--- config.mk ---
export PLATFORM = sky130hd
export DESIGN_NAME = audio_frame_controller_flat
export DESIGN_NICKNAME = d
export VERILOG_FILES = /design/src/rtl/audio_ctrl_pkg.sv /design/src/rtl/audio_frame_controller_if.sv /design/src/rtl/audio_frame_controller_abs_sat.sv /design/src/rtl/audio_frame_controller.sv /design/src/flat_wrapper.sv
export SDC_FILE = /design/constraint.sdc
export NUM_CORES = 1
export LEC_CHECK = 0
export ABC_AREA = 0
export BUFFER_PORTS_ARGS = -buffer_cell sky130_fd_sc_hd__buf_4
export CORE_MARGIN = 1.5
export CORE_UTILIZATION = 59
export DETAILED_ROUTE_END_ITERATION = 16
export PLACE_DENSITY = 0.81
export SYNTH_ARGS = -nofsm -noshare
export SYNTH_HDL_FRONTEND = slang
export SYNTH_HIERARCHICAL = 1
export SYNTH_SLANG_ARGS = --single-unit
export TNS_END_PERCENT = 5
--- constraint.sdc ---
create_clock -name clk_50 -period 4.55 [get_ports clk_50]
set_input_delay 0.2275 -clock clk_50 [delete_from_list [all_inputs] [get_ports clk_50]]
set_output_delay 0.2275 -clock clk_50 [all_outputs]
set_load 0.02 [all_outputs]
--- src/rtl/audio_ctrl_pkg.sv ---
// Shared types and default thresholds for the audio-driven movement controller.
package audio_ctrl_pkg;

  typedef enum logic [1:0] {
    CLS_NONE = 2'd0,
    CLS_WALK = 2'd1,
    CLS_JUMP = 2'd2
  } frame_class_e;

  typedef enum logic [1:0] {
    IDLE = 2'd0,
    WAIT = 2'd1,
    POP  = 2'd2
  } ctrl_state_e;

  localparam logic [23:0] DEF_WALK_TH = 24'h01FFFF;
  localparam logic [23:0] DEF_JUMP_TH = 24'h0FFFFF;

endpackage

--- src/rtl/audio_frame_controller_if.sv ---
// Codec FIFO read handshake: the controller (master) pops samples from the codec (slave).
interface audio_frame_controller_if #(
  parameter int DATA_W = 24
);
  logic [DATA_W-1:0] left;
  logic              read_ready;
  logic              read;

  modport master (input left, input read_ready, output read);
  modport slave  (output left, output read_ready, input read);
endinterface

--- src/rtl/audio_frame_controller_abs_sat.sv ---
// Saturating absolute value of a two's complement sample.
module abs_sat #(
  parameter int DATA_W = 24
) (
  input  logic [DATA_W-1:0] x,
  output logic [DATA_W-1:0] y
);

  localparam logic [DATA_W-1:0] MOST_NEG = {1'b1, {(DATA_W-1){1'b0}}};
  localparam logic [DATA_W-1:0] MOST_POS = {1'b0, {(DATA_W-1){1'b1}}};

  always_comb begin
    y = x;
    // The most-negative code has no positive twin, so clamp it.
    if (x == MOST_NEG) begin
      y = MOST_POS;
    end else if (x[DATA_W-1]) begin
      y = -x;
    end
  end

endmodule

--- src/rtl/audio_frame_controller.sv ---
// Pops codec samples, tracks per-frame left-channel peak and turns it into
// debounced walk/jump levels at each 60 Hz frame boundary.
module audio_frame_controller
  import audio_ctrl_pkg::*;
#(
  parameter int                DATA_W      = 24,
  parameter logic [DATA_W-1:0] WALK_TH     = DATA_W'(DEF_WALK_TH),
  parameter logic [DATA_W-1:0] JUMP_TH     = DATA_W'(DEF_JUMP_TH),
  parameter int                HOLD_FRAMES = 2,
  parameter int                CNT_W       = 16
) (
  input  logic                     clk_50,
  input  logic                     resetn,
  input  logic                     enable,
  input  logic                     clk_60hz,
  audio_frame_controller_if.master codec,
  output logic                     walk,
  output logic                     jump,
  output logic [DATA_W-1:0]        peak,
  output logic [CNT_W-1:0]         sample_count,
  output logic                     frame_done
);

  localparam logic [3:0] HOLD_4 = 4'(HOLD_FRAMES);

  logic [2:0]        tick_sync_reg;
  logic              frame_edge;
  ctrl_state_e       state_reg;
  logic              read_reg;
  logic [DATA_W-1:0] sample_reg;
  logic [DATA_W-1:0] sample_abs;
  logic [DATA_W-1:0] acc_reg;
  logic [CNT_W-1:0]  cnt_reg;
  frame_class_e      last_class_reg;
  frame_class_e      frame_class;
  logic [3:0]        run_reg;
  logic [3:0]        run_next;
  logic              walk_reg;
  logic              jump_reg;
  logic [DATA_W-1:0] peak_reg;
  logic [CNT_W-1:0]  sample_count_reg;
  logic              frame_done_reg;

  // Stages 0/1 synchronise the tick; stage 2 holds the previous value for edge detect.
  always_ff @(posedge clk_50 or negedge resetn) begin
    if (!resetn) begin
      tick_sync_reg <= '0;
    end else begin
      tick_sync_reg <= {tick_sync_reg[1:0], clk_60hz};
    end
  end

  assign frame_edge = tick_sync_reg[1] & ~tick_sync_reg[2];

  abs_sat #(.DATA_W(DATA_W)) u_abs_sat (
    .x (sample_reg),
    .y (sample_abs)
  );

  always_comb begin
    frame_class = CLS_NONE;
    if (acc_reg >= JUMP_TH) begin
      frame_class = CLS_JUMP;
    end else if (acc_reg >= WALK_TH) begin
      frame_class = CLS_WALK;
    end

    run_next = 4'd1;
    if (frame_class == last_class_reg) begin
      run_next = (run_reg >= HOLD_4) ? HOLD_4 : run_reg + 4'd1;
    end
  end

  always_ff @(posedge clk_50 or negedge resetn) begin
    if (!resetn) begin
      state_reg        <= IDLE;
      read_reg         <= 1'b0;
      sample_reg       <= '0;
      acc_reg          <= '0;
      cnt_reg          <= '0;
      last_class_reg   <= CLS_NONE;
      run_reg          <= '0;
      walk_reg         <= 1'b0;
      jump_reg         <= 1'b0;
      peak_reg         <= '0;
      sample_count_reg <= '0;
      frame_done_reg   <= 1'b0;
    end else begin
      frame_done_reg <= 1'b0;
      if (!enable) begin
        state_reg      <= IDLE;
        read_reg       <= 1'b0;
        acc_reg        <= '0;
        cnt_reg        <= '0;
        last_class_reg <= CLS_NONE;
        run_reg        <= '0;
        walk_reg       <= 1'b0;
        jump_reg       <= 1'b0;
      end else begin
        case (state_reg)
          IDLE: state_reg <= WAIT;
          WAIT: begin
            if (codec.read_ready) begin
              sample_reg <= codec.left;
              read_reg   <= 1'b1;
              state_reg  <= POP;
            end
          end
          POP: begin
            read_reg  <= 1'b0;
            state_reg <= WAIT;
          end
          default: begin
            read_reg  <= 1'b0;
            state_reg <= IDLE;
          end
        endcase

        if (state_reg != IDLE && frame_edge) begin
          peak_reg         <= acc_reg;
          sample_count_reg <= cnt_reg;
          frame_done_reg   <= 1'b1;
          last_class_reg   <= frame_class;
          run_reg          <= run_next;
          if (run_next == HOLD_4) begin
            walk_reg <= (frame_class != CLS_NONE);
            jump_reg <= (frame_class == CLS_JUMP);
          end
          // A sample popped on the edge cycle belongs to the frame just starting.
          if (state_reg == POP) begin
            acc_reg <= sample_abs;
            cnt_reg <= CNT_W'(1);
          end else begin
            acc_reg <= '0;
            cnt_reg <= '0;
          end
        end else if (state_reg == POP) begin
          if (sample_abs > acc_reg) begin
            acc_reg <= sample_abs;
          end
          if (cnt_reg != '1) begin
            cnt_reg <= cnt_reg + CNT_W'(1);
          end
        end
      end
    end
  end

  assign codec.read   = read_reg;
  assign walk         = walk_reg;
  assign jump         = jump_reg;
  assign peak         = peak_reg;
  assign sample_count = sample_count_reg;
  assign frame_done   = frame_done_reg;

endmodule

--- src/flat_wrapper.sv ---
// flat-port wrapper written by rule: the top's interface ports become plain ports
module audio_frame_controller_flat import audio_ctrl_pkg::*;
#(
  parameter int                DATA_W      = 24,
  parameter logic [DATA_W-1:0] WALK_TH     = DATA_W'(DEF_WALK_TH),
  parameter logic [DATA_W-1:0] JUMP_TH     = DATA_W'(DEF_JUMP_TH),
  parameter int                HOLD_FRAMES = 2,
  parameter int                CNT_W       = 16
)
  (clk_50, resetn, enable, clk_60hz, walk, jump, peak, sample_count, frame_done, codec_left, codec_read_ready, codec_read);
  audio_frame_controller_if #(.DATA_W(DATA_W)) codec_i ();
  input  logic clk_50;
  input  logic resetn;
  input  logic enable;
  input  logic clk_60hz;
  output logic walk;
  output logic jump;
  output logic [DATA_W-1:0] peak;
  output logic [CNT_W-1:0] sample_count;
  output logic frame_done;
  input wire logic [$bits(codec_i.left)-1:0] codec_left;
  input wire logic [$bits(codec_i.read_ready)-1:0] codec_read_ready;
  output wire logic [$bits(codec_i.read)-1:0] codec_read;
  assign codec_i.left = codec_left;
  assign codec_i.read_ready = codec_read_ready;
  assign codec_read = codec_i.read;
  audio_frame_controller #(.DATA_W(DATA_W), .WALK_TH(WALK_TH), .JUMP_TH(JUMP_TH), .HOLD_FRAMES(HOLD_FRAMES), .CNT_W(CNT_W)) u_core (.clk_50(clk_50), .resetn(resetn), .enable(enable), .clk_60hz(clk_60hz), .codec(codec_i), .walk(walk), .jump(jump), .peak(peak), .sample_count(sample_count), .frame_done(frame_done));
endmodule
# After elaboration in Yosys (flattened, before gate mapping)

Index checks and enable logic that the tools add are counted.

Output and inout bits: 44
Memories: 0
Bits in writable memories: 0
Bits in latches: 0
Register bits: 119
Memory bits (read-only): 0

Bitwise operators: 2
Div/mod/pow operators: 0
Reduce and logical (&&, ||, !) cells: 11
Shifts and indexed selects: 0
$mul: 0
Add/subtract/negate cells: 3
Eq/ne operators: 14
Mux-type cells: 34
$lt $le $gt $ge: 4

Operators with widths:

| cell                                                   | count |
|---|---|
| 2-to-1 mux 24 bit                                      | 7 |
| 2-to-1 mux 16 bit                                      | 4 |
| equality test 24 bit (second input constant)           | 1 |
| >= comparator 24 x 17 -> 1 bit (second input constant) | 1 |
| >= comparator 24 x 20 -> 1 bit (second input constant) | 1 |
| greater-than comparator 24 bit                         | 1 |
| negator 24 bit                                         | 1 |
| adder 16 x 1 -> 16 bit (second input constant)         | 1 |
| 2-to-1 mux 4 bit                                       | 4 |
| != test 16 bit (second input constant)                 | 1 |
| 2-to-1 mux 1 bit                                       | 12 |
| 2-to-1 mux 2 bit                                       | 5 |
| AND reduction 2 bit                                    | 5 |
| != test 3 x 1 -> 1 bit (second input constant)         | 3 |
| adder 4 x 1 -> 4 bit (second input constant)           | 1 |
| equality test 2 bit (second input constant)            | 2 |
| equality test 4 x 2 -> 1 bit (second input constant)   | 1 |
| >= comparator 4 x 2 -> 1 bit (second input constant)   | 1 |
| != test 2 x 1 -> 1 bit (second input constant)         | 2 |
| case mux 2 bit (2 select lines)                        | 1 |
| nonzero test 2 bit                                     | 2 |
| != test 3 bit (second input constant)                  | 1 |
| AND reduction 3 bit                                    | 1 |
| equality test 2 x 1 -> 1 bit (second input constant)   | 1 |
| 8 further kinds                                        | 8 |

# Logic depth before layout (Yosys ltp)

Word-level depth: 9
Mapped depth: 16

# Hierarchy

Netlist, hierarchy kept.

Modules (own cells, without submodules):

| module                 | sequential area each (µm²) | instances | cells each | area an instance (µm²) |
|---|---|---|---|---|
| audio_frame_controller | 2977.9                     | 1         | 539        | 5526.6 |
| abs_sat                | 0.0                        | 1         | 99         | 674.4 |

# Least setup slack after synthesis

Ideal clock, no wire load.

Path type: reg2reg
Start: register u_core.sample_reg[0]
End: register u_core.acc_reg[20]
Stages on the path, launching flop included: 16
Buffers on the path: 2
Required time: 4.471 ns
Setup time: 0.079 ns
Period minus slack after synthesis: 3.928 ns
Slack: 0.622 ns
Data arrival time: 3.849 ns
Path through: dfrtp_1 > inv_1 > ha_1 > or4b_1 > buf_4 > or4b_4 > o31a_1 > mux2i_1 > ha_1 > nand4_2 > nor4_4 > a21oi_2 > o311a_2 > a211oi_4 > buf_8 > mux2i_1

Word-level cells in the longest chain between the ends: 7

RTL lines:

| element                                                                                | line                                 | RTL |
|---|---|---|
| from (decl)                                                                            | audio_frame_controller.sv:30         | `logic [DATA_W-1:0] sample_reg;` |
| from (signal assigned)                                                                 | audio_frame_controller.sv:104        | `sample_reg <= codec.left;` |
| negator 24 bit                                                                         | audio_frame_controller_abs_sat.sv:18 | `y = -x;` |
| 2-to-1 mux 24 bit                                                                      | audio_frame_controller_abs_sat.sv:17 | `end else if (x[DATA_W-1]) begin` |
| 2-to-1 mux 24 bit *                                                                    | audio_frame_controller_abs_sat.sv:15 | `if (x == MOST_NEG) begin` |
| named net u_core.sample_abs[20]                                                        | audio_frame_controller.sv:31         | `logic [DATA_W-1:0] sample_abs;` |
| parallel branches: the longest is 4 deep, another holds greater-than comparator 24 bit | -                                    |  |
| to (signal assigned)                                                                   | audio_frame_controller.sv:131        | `acc_reg <= sample_abs;` |
| to (signal assigned)                                                                   | audio_frame_controller.sv:139        | `acc_reg <= sample_abs;` |
| to (decl)                                                                              | audio_frame_controller.sv:32         | `logic [DATA_W-1:0] acc_reg;` |

Mark *: on every way through the listed nets, which the timed path passes. The select of a mux whose other input is x is not followed.
A chain may end at the register's enable or synchronous reset.

# Final worst setup path

Start: register u_core.sample_reg[6]
End: register u_core.acc_reg[3]

Word-level cells in the longest chain between the ends: 6

RTL lines:

| element                            | line                                 | RTL |
|---|---|---|
| negator 24 bit                     | audio_frame_controller_abs_sat.sv:18 |  |
| 2-to-1 mux 24 bit                  | audio_frame_controller_abs_sat.sv:17 |  |
| 2-to-1 mux 24 bit *                | audio_frame_controller_abs_sat.sv:15 |  |
| named net u_core.sample_abs[23]    | audio_frame_controller.sv:31         |  |
| greater-than comparator 24 bit *   | audio_frame_controller.sv:138        | `if (sample_abs > acc_reg) begin` |
| != test 3 x 1 -> 1 bit (no line) * | -                                    |  |
| AND reduction 2 bit (no line) *    | -                                    |  |

Mark *: on every way through the listed nets, which the timed path passes. The rest lies on a longest branch. The select of a mux whose other input is x is not followed.

==> results.txt <==
----------------------------------------------------
[Clock network]
  TritonCTS clock tree ... yes
  Clock insertion delay at the later pin of the skew report ... around 0.52 ns
  Sink Count ... 119
  Clock root buffer ... sky130_fd_sc_hd__clkbuf_8
  Clock-pin slew on the worst setup and hold paths ... 0.06 ns
  Number of buffers created by CTS ... 17
  Clock H-tree levels ... 4
  Clock tree buffer depth ... 2

[Timing]
  Final hold violations ... 0
  Worst slew margin relative to its limit ... 32.39%
  Clock Skew ... 0.006780 ns
  Setup slack after layout ... between 0.15 and 0.2 ns
  Unrepaired setup endpoints after global routing ... no
  Final-layout setup total negative slack ... 0 ns
  Number of pins exceeding their max-slew limit in the final report ... 0
  Maximum clock rate ... between 200 and 250 MHz
  Part of the cycle the worst path needs ... between 90% and 100%
  Setup violation total in the final timing report ... 0
  Slew @ Worst Pin ... 1.014 ns
  Time the final worst path needs with I/O delays and setup ... roughly 4.4 ns

[Yosys]
  Synth Flop Type ... sky130_fd_sc_hd__dfrtp_1
  Sequential element share of the synthesized area ... 48.02%
  Async set-reset flop share out of synthesis ... 100.0%
  Number of synthesized flops with an enable pin ... 0
  Netlist Area Pre-Place ... roughly 0.0062 mm2
  Synthesized flop and latch total ... about 120
  Count of distinct cell types in the synthesized netlist ... 63
  Synthesized instance count ... about 640
  Post-synth net total ... about 700
  Average instance area after synthesis ... 9.719 um2
  Yosys Warn Count ... 6

[Final layout]
  Final non-filler cell total ... 886
  Final #Nets ... around 790
  Proportion of layout cells with a drive suffix above 1 ... 20.40%
  Number of fill cells in the layout ... approximately 700
  Area taken by multi-input logic gates ... roughly 0.003 mm2
  Growth of design area from synthesis to finish ... 24.25%
  Number of antenna cells inserted ... 0
  Sequential cell area ... between 0.002 and 0.003 mm2
  Final design utilization ... approximately 75%

[Floorplanning]
  Number of core rows ... 37
  Horizontal die dimension ... 105.5 um
  Overall die height ... 105.5 um
  Core area ... approximately 0.010 mm2
  Area enclosed by the die boundary ... about 0.011 mm2
  Initial Util ... approximately three fifths
  Ports ... 73

[Run status]
  Run status ... finished, final reports clean

[GRT]
  Via count of the first global-routing pass ... 5,140
  Antenna violations before repair ... 0
  Remaining Overflow, GRT ... 0
  Largest net degree at the start of global routing ... between 80 and 90
  Overall Global Routing Usage ... a little over a quarter
  Global-route wire length before repair ... 23.94 mm

[Placed design]
  Detailed-placement wirelength estimate ... ~9.5 mm
  Port buffer count ... 72
  Cells after DPL ... between 800 and 900
  Routability Congestion ... ~0.84
  Pre-CTS setup slack ... around 0.22 ns

[Power]
  Leakage power ... between 0.003 and 0.004 uW
  Pwr per Cell Area ... roughly 480 mW/mm2
  Overall power ... between 3000 and 4000 uW
  Largest vdd supply drop ... roughly 0.24 mV

[Critical path]
  Worst path arrival time ... between 4 and 5 ns
  Required time at the endpoint of the critical path ... 4.99 ns
  Critical path class ... flop to flop
  Startpoint type of the worst setup path ... flop
  Crit-path max FO ... 24
  Worst setup path startpoint ... u_core/sample_reg[6]
  Endpoint class of the critical path ... flop
  Startpoint of the worst register-to-register path ... u_core/sample_reg[6]

[Detailed routing]
  TritonRoute pass-1 iters ... 5
  Via Count ... ~5.1k
  Vias per cell ... approximately 5.7
  Total length of routed wires ... around 14 mm
  DR iter-0 viols ... between 200 and 300
  DRC ... 0
  Average wire length per cell after detail routing ... approximately 16 um
  Remaining number of nets flagged by the antenna check after routing ... 0

[Worst hold path]
  Worst min-delay path startpoint ... enable
  Worst hold path class ... primary input to flop

[Run]
  Total of max-cap violations ... 0

----------------------------------------------------
## cell families (layout without fill, tap and decap cells)
| kind of cell | Yosys count | count (layout) | synth area share (%) |
|---|---|---|---|
| flip-flops | 119 | 119 | 48.02 |
| AO/OA/AOI/OAI | 100 | 100 | 10.78 |
| adder cells (fa/ha/maj) | 28 | 28 | 5.650 |
| XOR/XNOR | 22 | 22 | 3.107 |
| AND/OR/NAND/NOR | 256 | 256 | 19.81 |
| multiplexers | 49 | 49 | 8.212 |
| buffers and inverters | 64 | 176 | 4.419 |
## worst paths after layout
path	slack, ns	cells past startpoint	end
setup / recovery	0.19	11	u_core/acc_reg[3]
hold / removal	0.03	3	u_core/cnt_reg[0]
setup reg to reg	0.19	11	u_core/acc_reg[3]
hold reg to reg	0.35	0	u_core/tick_sync_reg[1]
max in group asynchronous	3.07	3	u_core/acc_reg[16]
min in group asynchronous	0.42	2	u_core/sample_count[9]
## cell type report
type | instances | area share, %
inverter | 37 | 1.803
multi-input combinational | 455 | 38.36
tap | 136 | 2.209
sequential | 119 | 38.65
timing repair buffer | 107 | 11.46
clock buffer | 18 | 5.554
clock inverter | 14 | 1.965
## cells in the final DEF (no fill, tap or decap), drive strengths merged, types with 3 or more instances in the layout
master / n
mux2i: 34
ha: 28
clkinvlp: 5
a221oi: 3
nand3: 15
and4: 3
xor2: 20
a211oi: 4
a21oi: 26
nand2b: 4
o21ai: 39
and3: 5
buf: 80
dfrtp: 119
o31ai: 8
nand2: 147
or4b: 3
clkbuf: 18
nor2: 30
dlygate4sd3: 27
clkinv: 9
nor4: 5
or2: 3
nand4: 15
o41ai: 5
inv: 35
nor3: 7
mux2: 15
or3: 5
nor2b: 5
## through the flow
stage	area (um2)	hold WS, ns
floorplan	6201	-0.06809
global placement	6852	0.3339
detailed placement	6852	0.3362
CTS	7701	0.01684
global route	7705	0.03614
finish	7705	0.03117
## power by group
part / internal [uW] / switching [uW]
Clock: 795 / 498
Sequential: 1210 / 121
Combinational: 442 / 642
## Yosys cell counts, types with 7 or more instances
master / n / area share (%)
sky130_fd_sc_hd__nand3_1: 15 / 1.2
sky130_fd_sc_hd__mux2i_1: 34 / 5.5
sky130_fd_sc_hd__inv_1: 30 / 1.8
sky130_fd_sc_hd__mux2_2: 15 / 2.7
sky130_fd_sc_hd__nand2_1: 146 / 8.8
sky130_fd_sc_hd__ha_1: 28 / 5.6
sky130_fd_sc_hd__o21ai_0: 34 / 2.7
sky130_fd_sc_hd__clkbuf_1: 16 / 0.97
sky130_fd_sc_hd__a21oi_1: 25 / 2.0
sky130_fd_sc_hd__nor2_1: 30 / 1.8
sky130_fd_sc_hd__dfrtp_1: 119 / 48
sky130_fd_sc_hd__nand4_1: 13 / 1.3
sky130_fd_sc_hd__xor2_1: 20 / 2.8
sky130_fd_sc_hd__nor3_1: 7 / 0.56
sky130_fd_sc_hd__o31ai_1: 8 / 0.97
## worst max-delay path, stage by stage, from the launching register on
cell and delay [ns]:
sky130_fd_sc_hd__dfrtp_1 0.42, sky130_fd_sc_hd__or4_1 0.71, sky130_fd_sc_hd__or3_1 0.54, sky130_fd_sc_hd__nor4b_1 0.68
sky130_fd_sc_hd__ha_1 0.39, sky130_fd_sc_hd__nand4_2 0.16, sky130_fd_sc_hd__inv_1 0.06, sky130_fd_sc_hd__a221oi_1 0.33
sky130_fd_sc_hd__o31ai_1 0.19, sky130_fd_sc_hd__a211oi_4 0.31, sky130_fd_sc_hd__buf_12 0.24, sky130_fd_sc_hd__mux2i_1 0.23
## metal layers
layer	global-route usage, %	part of all wire (%)
met1	33.75	44
met2	46.27	50
met3	6.246	4.5
met4	10.04	1.7
met5	0	0
## repair_timing
item	in CTS	in global routing
hold buffers	27	0
setup buffers	0	0
endpoints found under the setup margin	0	1
endpoints found under the hold margin	109	0
resized for setup	0	1
Note: power is estimated with default switching activity, not from simulation.
